$ cat config.mk
export PLATFORM = sky130hd
export DESIGN_NAME = alu_ram_sequencer
export DESIGN_NICKNAME = d
export VERILOG_FILES = /design/src/rtl/alu_ram_pkg.sv /design/src/rtl/alu_ram_pc.sv /design/src/rtl/alu_ram_sequencer.sv
export SDC_FILE = /design/constraint.sdc
export NUM_CORES = 1
export LEC_CHECK = 0
export ABC_AREA = 1
export BUFFER_PORTS_ARGS = -buffer_cell sky130_fd_sc_hd__buf_2
export CORE_ASPECT_RATIO = 2
export CORE_UTILIZATION = 50
export CTS_BUF_LIST = sky130_fd_sc_hd__clkbuf_8
export DETAILED_ROUTE_END_ITERATION = 10
export PLACE_DENSITY = 0.86
export SYNTH_ARGS = -nofsm -noshare
export SYNTH_HDL_FRONTEND = slang
export SYNTH_SLANG_ARGS = --single-unit
$ cat constraint.sdc
create_clock -name CP -period 1.7 [get_ports CP]
set_input_delay 0.255 -clock CP [delete_from_list [all_inputs] [get_ports CP]]
set_output_delay 0.255 -clock CP [all_outputs]
set_load 0.01 [all_outputs]
$ cat src/rtl/alu_ram_pkg.sv
// Shared types and constants for the ALU-RAM program sequencer.
// The HOLD state exists only when SINGLE_STEP_EN is defined.
package alu_ram_pkg;

  localparam int ROM_AW_DEF    = 4;
  localparam int RAM_AW_DEF    = 4;
  localparam int DW_DEF        = 8;
  localparam int OP_W_DEF      = 4;
  localparam int LAST_ADDR_DEF = 13;

  // ROM word layout: {op, dst, srcA, srcB}, each field 4 bits wide
  localparam int FIELD_W  = 4;
  localparam int OP_LSB   = 12;
  localparam int DST_LSB  = 8;
  localparam int SRCA_LSB = 4;
  localparam int SRCB_LSB = 0;

  typedef enum logic [3:0] {
    S_IDLE,
    S_FETCH,
    S_DECODE,
    S_RD_A,
    S_RD_B,
    S_LAT_B,
    S_WB,
    S_DONE
`ifdef SINGLE_STEP_EN
    , S_HOLD
`endif
  } state_e;

  function automatic logic [FIELD_W-1:0] rom_field(input logic [15:0] word, input int lsb);
    return word[lsb +: FIELD_W];
  endfunction

endpackage

$ cat src/rtl/alu_ram_pc.sv
// Program counter for the sequencer: clear, saturating increment, last-address flag.
module alu_ram_pc #(
  parameter int ROM_AW    = 4,
  parameter int LAST_ADDR = 13
) (
  input  logic              CP,
  input  logic              nRST,
  input  logic              clr,
  input  logic              inc,
  output logic [ROM_AW-1:0] pc,
  output logic              is_last
);

  localparam logic [ROM_AW-1:0] LAST_PC = ROM_AW'(LAST_ADDR);

  logic [ROM_AW-1:0] pc_q, pc_d;

  // The counter never moves past LAST_PC; the end-of-run clear takes it back to 0.
  always_comb begin
    pc_d = pc_q;
    if (clr) begin
      pc_d = '0;
    end else if (inc && (pc_q != LAST_PC)) begin
      pc_d = pc_q + ROM_AW'(1);
    end
  end

  always_ff @(posedge CP or negedge nRST) begin
    if (!nRST) begin
      pc_q <= '0;
    end else begin
      pc_q <= pc_d;
    end
  end

  assign pc      = pc_q;
  assign is_last = (pc_q == LAST_PC);

endmodule

$ cat src/rtl/alu_ram_sequencer.sv
// Start/busy/done program sequencer: fetch, decode, two RAM reads, ALU write-back per ROM word.
// Define SINGLE_STEP_EN to add the step input and park in HOLD after every write-back.
module alu_ram_sequencer
  import alu_ram_pkg::*;
#(
  parameter int ROM_AW    = ROM_AW_DEF,
  parameter int RAM_AW    = RAM_AW_DEF,
  parameter int DW        = DW_DEF,
  parameter int OP_W      = OP_W_DEF,
  parameter int LAST_ADDR = LAST_ADDR_DEF
) (
  input  logic              CP,
  input  logic              nRST,
  input  logic              start,
  output logic              busy,
  output logic              done,
  output logic              en_ROM,
  output logic [ROM_AW-1:0] s_addr_ROM,
  input  logic [15:0]       d_ROM,
  output logic              en_RAM,
  output logic              we_RAM,
  output logic [RAM_AW-1:0] addr_RAM,
  output logic [DW-1:0]     din_RAM,
  input  logic [DW-1:0]     dout_RAM,
  output logic [OP_W-1:0]   op_ALU,
  output logic [DW-1:0]     a_ALU,
  output logic [DW-1:0]     b_ALU,
  input  logic [DW-1:0]     y_ALU,
`ifdef SINGLE_STEP_EN
  input  logic              step,
`endif
  output state_e            dbg_state
);

  // Handshake: start is a level sampled only in S_IDLE; busy covers the whole run and
  // done is a single-cycle pulse in S_DONE, after which start is sampled again.

  state_e            state_q, state_d;
  logic [15:0]       ir_q, ir_d;
  logic [DW-1:0]     a_q, a_d, b_q, b_d;
  logic [ROM_AW-1:0] pc;
  logic [ROM_AW-1:0] s_addr_rom_q, s_addr_rom_d;
  logic [RAM_AW-1:0] addr_ram_q, addr_ram_d;
  logic [DW-1:0]     din_ram_q, din_ram_d;
  logic [OP_W-1:0]   op_alu_q, op_alu_d;
  logic [DW-1:0]     a_alu_q, a_alu_d, b_alu_q, b_alu_d;
  logic              pc_inc, pc_clr, pc_last;

  alu_ram_pc #(
    .ROM_AW    (ROM_AW),
    .LAST_ADDR (LAST_ADDR)
  ) u_pc (
    .CP      (CP),
    .nRST    (nRST),
    .clr     (pc_clr),
    .inc     (pc_inc),
    .pc      (pc),
    .is_last (pc_last)
  );

  always_comb begin
    state_d = state_q;
    pc_inc  = 1'b0;
    pc_clr  = 1'b0;
    case (state_q)
      S_IDLE:   if (start) state_d = S_FETCH;
      S_FETCH:  state_d = S_DECODE;
      S_DECODE: state_d = S_RD_A;
      S_RD_A:   state_d = S_RD_B;
      S_RD_B:   state_d = S_LAT_B;
      S_LAT_B:  state_d = S_WB;
`ifdef SINGLE_STEP_EN
      S_WB:     state_d = S_HOLD;
      S_HOLD: begin
        if (step) begin
          state_d = pc_last ? S_DONE : S_FETCH;
          pc_inc  = 1'b1;
        end
      end
`else
      S_WB: begin
        state_d = pc_last ? S_DONE : S_FETCH;
        pc_inc  = 1'b1;
      end
`endif
      S_DONE: begin
        state_d = S_IDLE;
        pc_clr  = 1'b1;
      end
      default:  state_d = S_IDLE;
    endcase
  end

  // Address/data/op outputs take a new value only in the state that owns them and
  // otherwise replay the registered copy, so they hold between uses.
  always_comb begin
    ir_d         = (state_q == S_DECODE) ? d_ROM : ir_q;
    a_d          = (state_q == S_RD_B) ? dout_RAM : a_q;
    b_d          = (state_q == S_LAT_B) ? dout_RAM : b_q;
    s_addr_rom_d = (state_q == S_FETCH) ? pc : s_addr_rom_q;
    addr_ram_d   = addr_ram_q;
    din_ram_d    = din_ram_q;
    op_alu_d     = op_alu_q;
    a_alu_d      = a_alu_q;
    b_alu_d      = b_alu_q;
    case (state_q)
      S_RD_A: addr_ram_d = RAM_AW'(rom_field(ir_q, SRCA_LSB));
      S_RD_B: addr_ram_d = RAM_AW'(rom_field(ir_q, SRCB_LSB));
      S_WB: begin
        addr_ram_d = RAM_AW'(rom_field(ir_q, DST_LSB));
        op_alu_d   = OP_W'(rom_field(ir_q, OP_LSB));
        a_alu_d    = a_q;
        b_alu_d    = b_q;
        din_ram_d  = y_ALU;
      end
      default: ;
    endcase
  end

  always_ff @(posedge CP or negedge nRST) begin
    if (!nRST) begin
      state_q      <= S_IDLE;
      ir_q         <= '0;
      a_q          <= '0;
      b_q          <= '0;
      s_addr_rom_q <= '0;
      addr_ram_q   <= '0;
      din_ram_q    <= '0;
      op_alu_q     <= '0;
      a_alu_q      <= '0;
      b_alu_q      <= '0;
    end else begin
      state_q      <= state_d;
      ir_q         <= ir_d;
      a_q          <= a_d;
      b_q          <= b_d;
      s_addr_rom_q <= s_addr_rom_d;
      addr_ram_q   <= addr_ram_d;
      din_ram_q    <= din_ram_d;
      op_alu_q     <= op_alu_d;
      a_alu_q      <= a_alu_d;
      b_alu_q      <= b_alu_d;
    end
  end

  assign busy       = (state_q != S_IDLE) && (state_q != S_DONE);
  assign done       = (state_q == S_DONE);
  assign en_ROM     = (state_q == S_FETCH);
  assign en_RAM     = (state_q == S_RD_A) || (state_q == S_RD_B) || (state_q == S_WB);
  assign we_RAM     = (state_q == S_WB);
  assign s_addr_ROM = s_addr_rom_d;
  assign addr_RAM   = addr_ram_d;
  assign din_RAM    = din_ram_d;
  assign op_ALU     = op_alu_d;
  assign a_ALU      = a_alu_d;
  assign b_ALU      = b_alu_d;
  assign dbg_state  = state_q;

endmodule
# Word level (Yosys, flattened, before mapping)
# Cells that the tools add are included.
# classes
shifts	0
n_bitwise	0
n_lt_le_gt_ge	0
reduce_logical	7
n_div	0
n_addsub	1
muxes	13
eq_ne	11
n_mul	0
# ops
cell	n
$pmux W4 S7	1
$mux W8	3
$mux W4	5
$eq A4 B3 Y1 const B	4
$pmux W4 S3	1
$eq A4 B2 Y1 const B	2
$add A4 B1 Y4 const B	1
$eq A4 B1 Y1 const B	1
$eq A4 B4 Y1 const B	1
$logic_not A4 Y1	1
$ne A4 B3 Y1 const B	1
$ne A4 B4 Y1 const B	1
$reduce_bool A4 Y1	1
$mux W3	1
$logic_and A1 B1 Y1	2
$logic_or A1 B1 Y1	2
$mux W1	2
$ne A2 B2 Y1 const B	1
$reduce_bool A2 Y1	1
# word_totals
latch_bits	0
out_inout_bits	45
mem_bits_ro	0
mem_count	0
mem_bits_rw	0
elab_cells	43
register_bits	76

# Logic depth before layout (Yosys ltp)
# logic_depth
ltp_word	5
depth_mapped	8
depth_no_buf	7

# By module
# From an unflattened synthesis, not the netlist that was laid out.
# hier_totals
cells_unflattened	346
area_unflattened_um2	3094.2
# by_module_without_submodules
module	cells_each	area_per_inst_um2	n_inst
alu_ram_sequencer	313	2837.7	1
alu_ram_pc	33	256.5	1

# Least setup slack after synthesis
# Ideal clock, no wire load.
# synth_timing
path_type	register to output
startpoint	reg state_q[0], in the netlist dbg_state[0]
endpoint	out din_RAM[0]
path_stages_with_launch	8
setup_slack_ns	0.286
required_time_ns	1.445
arrival_time_ns	1.159
path_cell_list	dfrtp_1 > buf_6 > inv_6 > nand3_4 > inv_2 > buf_2 > nand2_1 > nand2_1
# synth_between
elab_chain_cells	2
# synth_lines
element	line	source
start, declared	alu_ram_sequencer.sv:38	state_e state_q, state_d;
start signal, assigned	alu_ram_sequencer.sv:133	state_q <= state_d;
$eq A4 B3 Y1	-	
via we_RAM	alu_ram_sequencer.sv:21	output logic we_RAM,
$mux W8	alu_ram_sequencer.sv:106	case (state_q)
end, declared	alu_ram_sequencer.sv:23	output logic [DW-1:0] din_RAM,
# The timed path passes the listed nets, and every way through them passes these cells.

# Worst setup path in the final report
# layout_timing
startpoint	reg state_q[0], in the netlist dbg_state[0]
endpoint	out addr_RAM[3]
# layout_between
elab_chain_cells	2
word_cells_on_any_way	4
classes_between	eq/ne: 3; mux: 1
# layout_lines
element	line	source
$eq A4 B3 Y1 / $eq A4 B2 Y1 (equally long branches)	alu_ram_sequencer.sv:106	
$pmux W4 S3 (*)	alu_ram_sequencer.sv:106	
end, declared	alu_ram_sequencer.sv:22	output logic [RAM_AW-1:0] addr_RAM,
# Mark *: on every way between the ends. The rest lies on a longest branch, timed or not.

==> summary.md <==
| Metric | Value |
|---|---|
| DR WL/cell | `20.64 µm` |
| Syn Nets | `388` |
| Clk sink count | `75` |
| Setup Skew | `around 0.0093 ns` |
| Total Neg Setup Slack | `-5.615 ns` |
| First-pass detailed-route iteration total | `7` |
| Initial drt markers | `200` |
| RSZ-0062 raised after global routing | `true` |
| Ant. Diodes | `0` |
| Post-DP HPWL | `approximately 4800 µm` |
| Initial antenna violation count | `0` |
| Critical Path RT | `1.44 ns` |
| DP Worst Slack | `0.08905 ns` |
| Yosys top cell by area | `dfrtp_1` |
| Antenna Nets Post-Route | `0` |
| R2R Path Start | `dbg_state[0]$_DFFE_PN0P_` |
| Hold WS | `around 0.13 ns` |
| CTS tree | `done` |
| Max IR drop VDD | `around 1100 µV` |
| Crit path time final | `between 1.5 and 2 ns` |
| Commonest cells after routing, fill and taps aside | `nand2_1, dfrtp_1, buf_4` |
| Final Core Density | `0.8508` |
| M3 GR Usage | `0.05062` |
| Dominant cells by area after synthesis | `dfrtp_1, nand2_1, nand3_1, o21ai_0, inv_1` |
| Dpl cells | `507` |
| First-pass GRT wire length | `about 15,000 µm` |
| GR Util met2 | `0.5257` |
| CTS buffer count | `9` |
| Layout area overhead | `61.55%` |
| Post-synthesis sequential area ratio | `0.5885` |
| Placer Congestion | `roughly 0.87` |
| Synth top area share | `0.5885` |
| Largest net degree at the start of global routing | `36` |
| Die Area | `6721 µm²` |
| Fin nets | `about 540` |
| Vias in the first global route | `a little over 3,000` |
| Cells after Synth | `between 300 and 400` |
| Total grt overflow | `0` |
| Lkg Pwr | `2.802 nW` |
| Setup-failing EPs final | `40` |
| Vias per cell | `5.714` |
| GRT Max-Usage Layer | `met2` |
| Gr usage total | `0.3153` |
| Failing checks | `setup timing` |
| Worst setup SP type | `flop` |
| Avg Cell Area, Syn | `9.086 µm²` |
| Setup Crit Path Kind | `flop to output port` |
| Fin crit share | `1.136` |
| Fill count | `between 200 and 300` |
| Ports | `80` |
| Setup crit start | `dbg_state[0]$_DFFE_PN0P_` |
| Status | `finished, violations left` |
| Clk slew on worst S/H paths | `roughly 0.070 ns` |
| DR vias | `~3,400` |
| Met1 Resource Use GR | `0.3427` |
| Die Y-Extent | `~110 µm` |
| Post-Route WL | `~12,000 µm` |
| Worst min-delay path category | `input pin to flop` |
| #FFs+latches synth | `75` |
| Crit. End Element | `output port` |
| Clock tree root driver cell | `clkbuf_8` |
| WP data arrival | `roughly 1.7 ns` |
| Drc violations | `0` |
| CP max FO | `6` |
| Area of the mapped netlist | `between 3000 and 4000 µm²` |
| CTS H-tree depth | `3` |
| Hold_sp | `d_ROM[1]` |
| Hold violation total from the final report | `0` |
| Yosys warning total | `0` |
| Pwr dens | `2054 nW/µm²` |
| Share of cells above drive strength 1 | `0.5286` |
| Initial core utilization | `0.5267` |
| Die W | `approximately 60 µm` |
| Area of the core | `6056 µm²` |
| Layout Cells excl Fill | `591` |
| Clock latency on the worst-skew pair | `~0.36 ns` |
| Most common cell after layout, fill and taps aside | `nand2_1` |
| Max Root-Sink Buffers | `2` |
| IO buf count | `between 70 and 80` |
| Pins Over Slew Limit | `0` |
| Fin worst setup slack | `-0.2311 ns` |
| Fmax achieved | `between 500 and 600 MHz` |
| Number of max-cap violations | `0` |
| Yosys cell types | `24` |
| Row count | `40` |
-- layer usage --
layer | vias to the layer above | wire length, µm
li1 | 1412 | -
met1 | 1610 | 3985
met2 | 268 | 6374
met3 | 87 | 943
met4 | 0 | 895
met5 | - | 0
-- final cells by class --
| type | instances | area [µm²] | share of cell area |
|---|---|---|---|
| clock inverters | 6 | 50.05 | 0.009713 |
| inverters | 21 | 88.84 | 0.01724 |
| multi-input cells | 238 | 1521 | 0.2953 |
| repair buffers | 157 | 1369 | 0.2657 |
| clock buffers | 10 | 137.6 | 0.02671 |
| well taps | 84 | 105.1 | 0.02040 |
| flip-flops and latches | 75 | 1881 | 0.3650 |
-- kinds of logic (layout without fill, tap and decap cells) --
| group | Yosys count | in the layout | share of synthesized area |
|---|---|---|---|
| fa+ha+maj | 2 | 2 | 0.007845 |
| other cells | 1 | 1 | 0.001176 |
| flops | 75 | 75 | 0.5885 |
| compound gates | 21 | 21 | 0.03374 |
| xor+xnor | 1 | 1 | 0.002747 |
| simple gates | 212 | 213 | 0.2993 |
| buf+inv | 39 | 194 | 0.06669 |
-- worst paths after layout --
kind	slack (ns)	cells after the start	endpoint
setup / recovery	-0.23	6	addr_RAM[3]
hold / removal	0.13	3	ir_q[1]$_DFFE_PN0N_
setup reg to reg	-0.03	10	a_alu_q[4]$_DFF_PN0_
hold reg to reg	0.48	2	b_alu_q[5]$_DFF_PN0_
max in group asynchronous	0.72	3	din_ram_q[5]$_DFF_PN0_
min in group asynchronous	0.43	2	dbg_state[1]$_DFFE_PN0P_
-- report_power, final --
group | switching (mW) | internal, mW | total [mW]
registers | 0.683 | 2.60 | 3.29
logic | 3.09 | 2.86 | 5.96
clock network | 0.644 | 0.695 | 1.34
total | 4.42 | 6.16 | 10.6
-- stage by stage --
stage	area, µm²	power [mW]
5_1_grt	5152	11.01
6_report	5152	10.58
3_3_place_gp	3686	5.920
2_1_floorplan	3189	4.969
4_1_cts	4653	8.838
3_5_place_dp	3686	6.052
-- worst max-delay path, stage by stage, from the launching register on --
cell and delay (ns):
dfrtp_2 0.46, clkinv_4 0.09, buf_4 0.16, nand2_2 0.11
nand3_1 0.13, nand4_1 0.17, buf_2 0.20
-- what timing repair did --
action | in CTS | in global routing
hold endpoints to repair | 33 | 0
endpoints found under the setup margin | 41 | 43
cloned | 6 | 1
setup buffers | 49 | 17
resized for setup | 74 | 105
hold buffers | 1 | 0
pin swaps | 12 | 22
-- cells in the mapped netlist --
library cell	count
nand2_4	2
a21oi_1	1
xor2_1	1
o31ai_1	1
inv_2	2
nor2_4	1
nand3_1	36
buf_4	3
o21ai_1	2
ha_1	2
o21ai_0	17
buf_6	5
nor2_8	2
nand2_2	1
nand3_2	1
nand4_1	9
nand2_1	154
dfrtp_1	75
nand3_4	2
inv_6	1
conb_1	1
inv_1	18
nor2_1	4
buf_2	10
-- flip-flops by register name, summed over array words and instances (netlist names), 4 cells and up --
signal	count
ir_q	16
din_ram_q	8
b_alu_q	8
b_q	8
a_alu_q	8
a_q	8
op_alu_q	4
u_pc.pc	4
s_addr_rom_q	4
addr_ram_q	4
No activity file was read; power rests on OpenSTA's default activity.
